`src/rtl/min_isa_pkg.sv`:
```
// Shared MIN ISA definitions: instruction fields, EU control word layout,
// sequencer state encoding and the per-state control word table.
package min_isa_pkg;

  localparam int ISA_IW   = 16;
  localparam int EU_CW_W  = 18;

  // Instruction class field ifd[12:10]
  localparam logic [2:0] OPC_LD  = 3'b001;
  localparam logic [2:0] OPC_ST  = 3'b010;
  localparam logic [2:0] OPC_BR  = 3'b011;
  localparam logic [2:0] OPC_ALU = 3'b100;

  // Addressing mode field ifd[5:4]
  localparam logic [1:0] MODE_REG = 2'b00;
  localparam logic [1:0] MODE_IND = 2'b01;
  localparam logic [1:0] MODE_IDX = 2'b10;

  // EU alu field codes that update the condition flags
  localparam logic [2:0] ALU_OP  = 3'b110;
  localparam logic [2:0] ALU_FLG = 3'b100;

  typedef enum logic [2:0] {
    IC_HALT, IC_LD, IC_ST, IC_BR, IC_ALU, IC_ILL
  } iclass_t;

  typedef enum logic [4:0] {
    ST_RST, ST_FETCH, ST_DISP, ST_LDI_RD, ST_LD_WB, ST_IDX_D, ST_IDX_P,
    ST_IDX_A, ST_LDX_RD, ST_STI_WR, ST_STX_WR, ST_ALU_EX, ST_ALU_WB,
    ST_BR_TK, ST_BR_NT, ST_HALT, ST_ERR
  } state_t;

  typedef struct packed {
    logic [2:0] asrc;
    logic [1:0] adest;
    logic [2:0] bsrc;
    logic [2:0] bdest;
    logic [2:0] alu;
    logic [2:0] mem;
    logic       ldire;
  } eu_cw_t;

  // Moore control word emitted while the sequencer sits in state s.
  function automatic eu_cw_t cw_of(input state_t s);
    eu_cw_t cw;
    cw = '0;
    case (s)
      ST_FETCH:  cw = '{3'b011, 2'b00, 3'b000, 3'b000, 3'b001, 3'b010, 1'b0};
      ST_DISP:   cw = '{3'b101, 2'b11, 3'b000, 3'b000, 3'b000, 3'b000, 1'b1};
      ST_LDI_RD: cw = '{3'b010, 2'b00, 3'b000, 3'b000, 3'b000, 3'b001, 1'b0};
      ST_LD_WB:  cw = '{3'b011, 2'b00, 3'b111, 3'b001, 3'b001, 3'b010, 1'b0};
      ST_IDX_D:  cw = '{3'b011, 2'b00, 3'b000, 3'b000, 3'b001, 3'b001, 1'b0};
      ST_IDX_P:  cw = '{3'b101, 2'b11, 3'b111, 3'b100, 3'b000, 3'b000, 1'b0};
      ST_IDX_A:  cw = '{3'b010, 2'b00, 3'b110, 3'b000, 3'b010, 3'b000, 1'b0};
      ST_LDX_RD: cw = '{3'b101, 2'b00, 3'b000, 3'b000, 3'b000, 3'b001, 1'b0};
      ST_STI_WR: cw = '{3'b001, 2'b00, 3'b010, 3'b000, 3'b000, 3'b111, 1'b0};
      ST_STX_WR: cw = '{3'b001, 2'b00, 3'b101, 3'b000, 3'b000, 3'b111, 1'b0};
      ST_ALU_EX: cw = '{3'b001, 2'b00, 3'b010, 3'b000, 3'b110, 3'b000, 1'b0};
      ST_ALU_WB: cw = '{3'b011, 2'b00, 3'b101, 3'b001, 3'b001, 3'b010, 1'b0};
      ST_BR_TK:  cw = '{3'b000, 2'b00, 3'b111, 3'b011, 3'b000, 3'b000, 1'b0};
      ST_BR_NT:  cw = '{3'b101, 2'b11, 3'b000, 3'b000, 3'b000, 3'b000, 1'b0};
      default:   cw = '0;
    endcase
    return cw;
  endfunction

endpackage

```
`src/rtl/min_idec.sv`:
```
// Combinational instruction decoder: classifies the prefetched word ifd.
module min_idec
  import min_isa_pkg::*;
(
  input  logic [ISA_IW-1:0] ifd,
  output iclass_t           iclass,
  output logic [1:0]        mode,
  output logic              illegal
);

  logic [2:0] top;
  logic [2:0] opc;

  assign top  = ifd[15:13];
  assign opc  = ifd[12:10];
  assign mode = ifd[5:4];

  // NOTE: iclass gets a default before any branch so no path leaves it
  // unassigned, which would otherwise infer a latch.
  always_comb begin
    iclass = IC_ILL;
    if (ifd == '0) begin
      iclass = IC_HALT;
    end else if (top == 3'b000) begin
      case (opc)
        OPC_LD: if (mode == MODE_IND || mode == MODE_IDX) iclass = IC_LD;
        OPC_ST: if (mode == MODE_IND || mode == MODE_IDX) iclass = IC_ST;
        OPC_BR: iclass = IC_BR;
        default: iclass = IC_ILL;
      endcase
    end else if (!top[2] && opc == OPC_ALU && mode == MODE_REG) begin
      iclass = IC_ALU;
    end
  end

  assign illegal = (iclass == IC_ILL);

endmodule

```
`src/rtl/min_ctrl_seq.sv`:
```
// Hardwired MIN microsequencer: FSM, condition flags, latched instruction
// and registered Moore control outputs for the execution unit.
module min_ctrl_seq
  import min_isa_pkg::*;
#(
  parameter int CW_W  = 18,
  parameter int IW    = 16,
  parameter bit TRACE = 1'b0
) (
  input  logic            clock,
  input  logic            reset_n,
  input  logic [IW-1:0]   ifd,
  input  logic [3:0]      cc,
  output logic [CW_W-1:0] eucntl,
  output logic [2:0]      opcntl,
  output logic            halted,
  output logic            illegal
);

  state_t     state, state_d;
  iclass_t    dec_class;
  logic [1:0] dec_mode;
  logic       dec_illegal;
  logic [3:0] flags;
  logic [IW-1:0] ir_q, ir_d;
  logic [3:0] cond;
  logic       br_taken;
  eu_cw_t     cw_d;
  logic [2:0] opcntl_d;

  min_idec u_idec (
    .ifd     (ifd),
    .iclass  (dec_class),
    .mode    (dec_mode),
    .illegal (dec_illegal)
  );

  // Branch condition comes from the instruction latched at dispatch.
  assign cond     = ir_q[9:6];
  assign br_taken = (cond == 4'b0000) || (|(cond & flags));

  // NOTE: sequential state uses non-blocking assignments so every register
  // samples pre-edge values regardless of statement order.
  always_ff @(posedge clock or negedge reset_n) begin
    if (!reset_n) begin
      state   <= ST_RST;
      eucntl  <= '0;
      opcntl  <= '0;
      halted  <= 1'b0;
      illegal <= 1'b0;
      flags   <= '0;
      ir_q    <= '0;
    end else begin
      state   <= state_d;
      eucntl  <= CW_W'(cw_d);
      opcntl  <= opcntl_d;
      halted  <= halted  | (state_d == ST_HALT);
      illegal <= illegal | (state_d == ST_ERR);
      if (eucntl[6:4] == ALU_OP || eucntl[6:4] == ALU_FLG)
        flags <= cc;
      if (state == ST_DISP)
        ir_q <= ifd;
    end
  end

  always_comb begin
    state_d = state;
    case (state)
      ST_RST:   state_d = ST_FETCH;
      ST_FETCH: state_d = ST_DISP;
      ST_DISP: begin
        if (dec_illegal) begin
          state_d = ST_ERR;
        end else begin
          case (dec_class)
            IC_HALT: state_d = ST_HALT;
            IC_LD:   state_d = (dec_mode == MODE_IND) ? ST_LDI_RD : ST_IDX_D;
            IC_ST:   state_d = (dec_mode == MODE_IND) ? ST_STI_WR : ST_IDX_D;
            IC_BR:   state_d = ST_IDX_D;
            IC_ALU:  state_d = ST_ALU_EX;
            default: state_d = ST_ERR;
          endcase
        end
      end
      ST_IDX_D: begin
        if (ir_q[12:10] == OPC_BR)
          state_d = br_taken ? ST_BR_TK : ST_BR_NT;
        else
          state_d = ST_IDX_P;
      end
      ST_IDX_P:  state_d = ST_IDX_A;
      ST_IDX_A:  state_d = (ir_q[12:10] == OPC_LD) ? ST_LDX_RD : ST_STX_WR;
      ST_LDI_RD, ST_LDX_RD: state_d = ST_LD_WB;
      ST_ALU_EX: state_d = ST_ALU_WB;
      ST_LD_WB, ST_ALU_WB:  state_d = ST_DISP;
      ST_STI_WR, ST_STX_WR, ST_BR_TK, ST_BR_NT: state_d = ST_FETCH;
      ST_HALT:   state_d = ST_HALT;
      ST_ERR:    state_d = ST_ERR;
      default:   state_d = ST_ERR;
    endcase
  end

  // Outputs are decoded from the next state and registered above, so the
  // ALU op must come from ifd when it is being latched on the same edge.
  always_comb begin
    ir_d     = (state == ST_DISP) ? ifd : ir_q;
    cw_d     = cw_of(state_d);
    opcntl_d = (state_d == ST_ALU_EX) ? ir_d[15:13] : 3'b000;
  end

  // Simulation-only consistency checks between sticky flags and state.
  if (TRACE) begin : g_trace
    always_ff @(posedge clock) begin
      if (reset_n) begin
        assert (halted == (state == ST_HALT));
        assert (illegal == (state == ST_ERR));
      end
    end
  end

endmodule

```
`config.mk`:
```
export PLATFORM = sky130hd
export DESIGN_NAME = min_ctrl_seq
export DESIGN_NICKNAME = d
export VERILOG_FILES = /design/src/rtl/min_isa_pkg.sv /design/src/rtl/min_idec.sv /design/src/rtl/min_ctrl_seq.sv
export SDC_FILE = /design/constraint.sdc
export NUM_CORES = 1
export LEC_CHECK = 0
export ABC_AREA = 1
export CORE_AREA = 10 10 88 90
export DETAILED_ROUTE_END_ITERATION = 12
export DIE_AREA = 0 0 98 100
export SYNTH_ARGS = -nofsm -noshare
export SYNTH_HDL_FRONTEND = slang
export SYNTH_HIERARCHICAL = 1
export SYNTH_SLANG_ARGS = --single-unit
export TNS_END_PERCENT = 30
```
`constraint.sdc`:
```
create_clock -name clock -period 4.7 [get_ports clock]
set_input_delay 0.94 -clock clock [delete_from_list [all_inputs] [get_ports clock]]
set_output_delay 0.94 -clock clock [all_outputs]
set_load 0.05 [all_outputs]
```
# ---- Word-level counts from Yosys, hierarchy flattened
# Memories as Yosys holds them, arrays and structs flattened.
# Cells that the tools add are included.
dict set report op_classes {
  n_eq_ne 33
  mux 17
  bitwise_logic 3
  n_reduce_logical 16
}
# op count
set op_table {}
lappend op_table {{$eq 5x4->1 const B} 10}
lappend op_table {{$pmux 5 s9} 1}
lappend op_table {{$pmux 5 s5} 1}
lappend op_table {{$eq 5x3->1 const B} 4}
lappend op_table {{$mux 18} 1}
lappend op_table {{$mux 3} 6}
lappend op_table {{$logic_not 16->1} 1}
lappend op_table {{$mux 16} 1}
lappend op_table {{$eq 3x2->1 const B} 5}
lappend op_table {{$eq 3x3->1 const B} 5}
lappend op_table {{$eq 5x2->1 const B} 2}
lappend op_table {{$eq 3x1->1 const B} 3}
lappend op_table {{$pmux 3 s3} 1}
lappend op_table {{$mux 4} 2}
lappend op_table {{$logic_not 3->1} 2}
lappend op_table {{$eq 5x1->1 const B} 1}
lappend op_table {{$eq 5x5->1 const B} 1}
lappend op_table {{$logic_not 5->1} 1}
lappend op_table {{$mux 5} 1}
lappend op_table {{$reduce_or 5->1} 1}
lappend op_table {{$and 4x4->4} 1}
lappend op_table {{$logic_not 4->1} 1}
lappend op_table {{$mux 2} 2}
lappend op_table {{$reduce_or 4->1} 1}
lappend op_table {{other kinds (10)} 14}
dict set report totals {
  reg_bits 48
  rom_bits 288
  in_bits 22
  n_memories 1
}
# name words width rd rd_clocked_by_memory_dff wr line
set mem_list {}
lappend mem_list {{(name not given)} 16 18 1 0 0 min_isa_pkg.sv:47} ;# case (s)

# ---- Depth between registers and ports, before layout
dict set report depth {
  ltp_word 12
  ltp_mapped 20
}

# ---- Hierarchy
# The synthesis kept the hierarchy.
# module n_inst cells_per_inst area_each_um2 seq_area_each_um2
set by_module_without_submodules {}
lappend by_module_without_submodules {min_ctrl_seq 1 261 2125.8 1026.0}
lappend by_module_without_submodules {min_idec 1 43 200.2 0.0}

# ---- Worst setup path after synthesis
# Ideal clock, no wire load.
dict set report synth_path {
  kind {input to register}
  startpoint {input port ifd[4]}
  endpoint {register eucntl[2]}
  arrival_time_ps 2870
  t_required_ps 4578
  path_slack_ps 1707
  stages 15
  path_buffers 0
  cell_sequence {inv_1 ha_1 o21bai_1 nand3_1 nand2_1 nor2_1 inv_1 nand2_2 nor2_1 nor2_1 nand2_1 inv_1 ha_1 nor3_1 nor2_1}
}
# item line
set synth_lines {}
lappend synth_lines {{start: declaration} min_ctrl_seq.sv:12} ;# input logic [IW-1:0] ifd,
lappend synth_lines {{end signal: assignment} min_ctrl_seq.sv:55} ;# eucntl <= CW_W'(cw_d);
lappend synth_lines {{end: declaration} min_ctrl_seq.sv:14} ;# output logic [CW_W-1:0] eucntl,

==> summary.txt <==
Synth
  – Fraction of synthesized cell area in xor and xnor cells: 0
  – Syn Nets: 333
  – Synth top area share: 0.441
  – FF+latch count, synth: 41
  – Cell taking the most area after synthesis: dfrtp_1
  – Yosys cell types: 26
  – Simple-gate area share of the yosys netlist: 0.357
  – Yosys synthesis warning count: 6
  – Compound-cell area share of the yosys netlist: 0.0538
  – Main combinational cell family by area after synthesis: simple AND/OR/NAND/NOR gates
  – Syn Std Cell Area: 2330 sq um
  – Area contributors post-synth: dfrtp_1 44%, nand2_1 14%, nor2_1 8.6%
  – Avg Cell Area, Syn: 7.65 sq um
  – Mux cell area share after synthesis: 0.0194
  – Post-synthesis instance total: 304
  – Sequential share of the synthesized area: 0.441
  – Post-Synth Adder-Cell Area: 0.0377

Floorplanning
  – # IOs: 45
  – Die H: 100 um
  – Initial core utilization: 0.379
  – Total die area: 9800 sq um
  – Die W: 98 um
  – Core ar.: 6130 sq um
  – Num rows: 29

Timing
  – Relative slew margins: 0.390
  – Fin Setup TNS: 0 ns
  – Min Tclk post-route: 3.53 ns
  – Slew Viols, Final: 0
  – Max Clock Freq: 283 MHz
  – RSZ-0062 raised after global routing: false
  – Clock skew: 0.00744 ns
  – Period utilization: 0.751
  – Worst Tran Pin Value: 0.916 ns
  – Endpoints failing setup: 0
  – Fin. Hold Viols: 0

Power and ir drop
  – Peak VDD IR: 106 uV
  – Total power: 0.623 mW
  – Pwr/cell area: 216 nW/um^2
  – Leakage power: 1.41 nW

Worst setup path
  – Worst setup path class: in -> reg
  – Worst Path Required: 4.88 ns
  – Crit start category: input port
  – CP most frequent cell: nand2_1
  – Slowest cell on crit path: clkdlybuf4s50_1
  – Largest stage delay, worst path: 0.47 ns
  – Crit Path Max Fanout: 8
  – WP data arrival: 3.70 ns
  – Crit. End Element: register
  – Worst-path cell chain: clkdlybuf4s50_1, inv_1, ha_1, nand2_1, nor3_1, nand2_1, nand3_2, inv_1, inv_1, nand2_1, nand2_1, nand3_1, nand2_1, nor2_1, nand2_1, inv_1, ha_1, nor2_1, nand2_1, o21ai_1, nor2_1

Placed design
  – DP Wirelength: 4210 um
  – Port bufs: 44
  – DP Area: 2800 sq um
  – Final GP Congestion: 0.879

Clocking
  – Worst-Skew Late Latency: 0.29 ns
  – CTS Sinks: 41
  – Post-cts sizing count: 0
  – CTS tree: done
  – Setup bufs post-CTS: 0
  – Deepest clock path buffer count: 2
  – CTS Buf Count: 5
  – Worst-path clk slew: 0.08 ns
  – CTS H-tree lvls: 2
  – CTS hold repair buffers: 0
  – Clock Root Buffer: clkbuf_8

Drt
  – Drt pass-1 iters: 5
  – Via count: 1,932
  – Drt total wl: 5470 um
  – Routed len/inst: 12.8 um
  – Vias/cell: 4.54
  – Post-route ant nets: 0
  – DRC Markers: 0
  – DRT iter0 DRCs: 74

Final layout
  – Synthesis-to-finish area growth: 24.1%
  – ANT cells: 0
  – Most frequent cells in the layout: 84 x nand2_1, 53 x nor2_1, 43 x clkdlybuf4s50_1
  – Nets: 377
  – Fin area: 2890 sq um
  – Share of cells above drive strength 1: 0.120
  – Final core occ: 0.471
  – Commonest non-fill, non-tap cell in the layout: nand2_1

Min path
  – Hold Crit Class: reg -> reg

Global routing
  – Largest net degree at the start of global routing: 42
  – Tot GR Track Use: 0.116
  – Initial antenna violation count: 0
  – Global-route wire length before repair: 9500 um
  – Vias in the first global route: 2,028
  – Total grt overflow: 0

Outcome
  – Status: finished, final reports clean

Job
  – Max-cap violations: 0
[logic make-up after synthesis]
group           Yosys count
simple gates            184
buf+inv                  48
flops                    41
compound gates           20
fa+ha+maj                 7
mux                       4
[synth_stat cells]
master and count:
a21o_1 1, a21oi_1 4, a21oi_4 1, a41oi_1 1, buf_2 1, buf_4 4, buf_6 2, dfrtp_1 41
ha_1 7, inv_1 37, inv_2 4, mux2_2 4, nand2_1 84, nand2_2 7, nand3_1 15, nand3_2 5
nand3b_1 2, nand4_1 2, nor2_1 53, nor2_2 3, nor2_4 5, nor3_1 4, o21ai_0 7, o21ai_1 3
o21bai_1 3, or2_2 4
[routing by layer]
metal,routed length [um],track usage
met4,76,0.0369
met1,2460,0.136
met5,0,0
met2,2730,0.203
met3,210,0.0295
[area by class of cell]
class,instances,area (sq um)
multi-input cells,215,1090
repair buffers,44,435
inverters,41,154
clock inverters,3,17.5
clock buffers,5,68.8
well taps,77,96.3
flip-flops and latches,41,1030
fillers,618,3250
[critical path: cells and delay by family]
| kind | cells | cell delay, ns |
|---|---|---|
| compound gates | 1 | 0.11 |
| fa+ha+maj | 2 | 0.53 |
| buf+inv | 5 | 0.76 |
| simple gates | 13 | 1.35 |
[through the flow]
stage	hold WS [ns]	instances	worst slack (ns)
after floorplan	0.462	304	1.71
after global placement	0.450	418	1.01
after detailed placement	0.458	418	0.898
after CTS	0.478	426	1.22
after global routing	0.495	426	0.820
final	0.467	426	1.17
[sequential cells by signal, summed over array words and instances (netlist names)]
name / cells
flags: 4
eucntl: 17
halted: 1
state: 5
opcntl: 3
illegal: 1
ir_q: 10
[power by group]
part | total [mW] | switching, mW | internal, mW
Clock | 0.227 | 0.125 | 0.103
Sequential | 0.355 | 0.000882 | 0.354
Combinational | 0.0405 | 0.0195 | 0.0210
[final timing paths]
| path | cells after the start | endpoint | slack [ns] | startpoint |
|---|---|---|---|---|
| worst max-delay path | 21 | eucntl[15] | 1.17 | ifd[4] |
| worst min-delay path | 1 | illegal | 0.47 | illegal |
| worst max register to register | 13 | eucntl[15] | 2.28 | state[2] |
| worst min register to register | 1 | illegal | 0.47 | illegal |
| max in group asynchronous | 1 | eucntl[15] | 3.35 | reset_n |
| min in group asynchronous | 1 | opcntl[0] | 0.77 | reset_n |
(Power assumes the default switching activity.)
==> RTL change (same settings) <==
`CW_W`: 18 -> 26.
--- a/src/rtl/min_ctrl_seq.sv
+++ b/src/rtl/min_ctrl_seq.sv
@@ -3,7 +3,7 @@
 module min_ctrl_seq
   import min_isa_pkg::*;
 #(
-  parameter int CW_W  = 18,
+  parameter int CW_W  = 26,
   parameter int IW    = 16,
   parameter bit TRACE = 1'b0
 ) (
Ports: changed (resized eucntl); port bits go from 45 to 53. No check against the original RTL was run, so the function may have changed too.
==> RTL change against the original RTL <==
Design area up 1.0%; synthesized area rose by 2.7%; combinational power increased by 34%; sequential share of layout area down 0.37 points; worst setup slack gained 0.011 ns; critical path type unchanged; sequential cell count unchanged; largest power group unchanged; first-iteration DRC count grew 4.1%; register-to-register slack about the same; via count rose by 2.9%; wire length down 1.4%; total power up 2.2%; global-route usage rose by 0.16 points; clock power barely moved.
==> RTL change: results (changes against the original RTL) <==
Outcome -> finished, final reports clean
Vias in the first global route -> 2061 (+1.6%)
Initial DRC Count -> 77 (+4.1%)
Most instantiated cells after synthesis -> nand2_1 (84), nor2_1 (53), dfrtp_1 (41)
RD Place Congestion -> 0.882 (+0.26%)
Slew @ Worst Pin -> 0.888 ns (-0.0275 ns)
Ys async rst share -> 100% (unchanged)
Initial antenna violation count -> 0 (unchanged)
PostCTS Resize Cnt -> 0 (unchanged)
Post-placement worst setup slack -> 0.917 ns (+0.0186 ns)
CTS root buffer -> clkbuf_8
CTS buffer count -> 5 (unchanged)
Nets@finish -> 385 (+2.1%)
Yosys cell types -> 27 (+3.8%)
Core outline area -> 0.00613 mm2 (unchanged)
Half-perimeter wire length after detailed placement -> 4.25 mm (+0.93%)
Crit-path max cell delay -> 0.48 ns
Sw Ratio -> 22.7% (-0.58 points)
Top delay family on crit path -> simple AND/OR/NAND/NOR gates
Largest net degree at the start of global routing -> 42 (unchanged)
Clock Latency Late Sink -> 0.29 ns (about the same)
First-pass GRT wire length -> 9.60 mm (+1.1%)
Layout cells sized above 1 -> 11.2% (-0.80 points)
Main synth FF type -> dfrtp_1
Port Buffers -> 44 (unchanged)
Setup Fix Bufs, Post-CTS -> 0 (unchanged)
Clock transition at the registers of the reported paths -> 0.07 ns
P_leak -> 1.44 nW (+1.9%)
Clock Skew -> 0.00433 ns (-0.00311 ns)
Post-synthesis sequential area ratio -> 42.9% (-1.2 points)
Number of flops mapped to enable cells by yosys -> 0 (unchanged)
Peak supply drop -> 118 uV (+12%)
Synth area leaders -> dfrtp_1 (43%), nand2_1 (13%), nor2_1 (8.3%), inv_1 (5.8%), buf_4 (3.8%)
H-tree depth -> 2 (unchanged)
Max Fanout on Critical Path -> 8 (unchanged)
Total GRT Usage -> 11.8% (+0.16 points)
WL/cell -> 12.5 um (-3.0%)
WP data arrival -> 3.73 ns (+0.03 ns)
# diodes -> 0 (unchanged)
Clock Path Buffers -> 2 (unchanged)
Largest registers -> eucntl: 17 flops, ir_q: 10 flops, state: 5 flops
Slowest CP cell -> clkdlybuf4s50_1
Worst hold path class -> reg2reg
Vias -> 1988 (+2.9%)
Synth warn -> 6 (unchanged)
Drt pass-1 iters -> 4 (-1)
-- RTL change: through the flow --
step	cells	utilization [%]	cell area [um2]	total power [mW]
2_1_floorplan	320	-	2420	0.394
3_3_place_gp	426	46.2	2830	0.417
3_5_place_dp	426	46.2	2830	0.417
4_1_cts	433	47.6	2920	0.646
5_1_grt	433	47.6	2920	0.671
6_report	433	47.6	2920	0.637
-- RTL change: kinds of logic after synthesis --
family                     share of synthesized area (%)
AOI/OAI and AO/OA                                   5.24
muxes                                               1.88
other                                              0.157
buffers and inverters                               11.4
adders and majority gates                           3.66
and+or+nand+nor                                     34.8
DFF                                                 42.9
-- RTL change: cell type report --
cell class                      count  area [um2]
Clock buffer                        7        86.3
Fill cell                         617        3220
Inverter                           41         154
Multi-Input combinational cell    223        1120
Sequential cell                    41        1030
Tap cell                           77        96.3
Timing Repair Buffer               44         435
-- RTL change: worst register-to-register path: stages (launching register included) --
cell and delay, ns:
dfrtp_1 0.47, nor2_4 0.22, nand2_2 0.09, nor2_4 0.27, nand3_1 0.15, nand2_1 0.09
nor2_1 0.05, nand2_1 0.22, inv_1 0.13, ha_1 0.35, o21ai_1 0.20, nor2_1 0.08
-- RTL change: worst paths after layout --
path / start / end / slack [ns] / cells past startpoint
hold reg to reg: illegal / illegal / 0.47 / 1
setup reg to reg: state[2] / eucntl[15] / 2.28 / 11
hold / removal: illegal / illegal / 0.47 / 1
min in group asynchronous: reset_n / opcntl[0] / 0.77 / 1
setup / recovery: ifd[5] / eucntl[4] / 1.18 / 20
max in group asynchronous: reset_n / state[1] / 3.37 / 1
-- RTL change: routing by layer --
metal | global-route usage (%) | share of wire, %
met3 | 3.85 | 5.9
met1 | 14.0 | 45
met4 | 4.70 | 1.7
met5 | 0 | 0
met2 | 19.2 | 48
-- RTL change: power by group through the flow --
stage          registers [mW]  logic [mW]  clock network [mW]
3_5_place_dp            0.362      0.0551                   0
5_1_grt                 0.355      0.0608               0.255
4_1_cts                 0.355      0.0553               0.235
3_3_place_gp            0.362      0.0548                   0
2_1_floorplan           0.362      0.0326                   0
6_report                0.355      0.0543               0.227
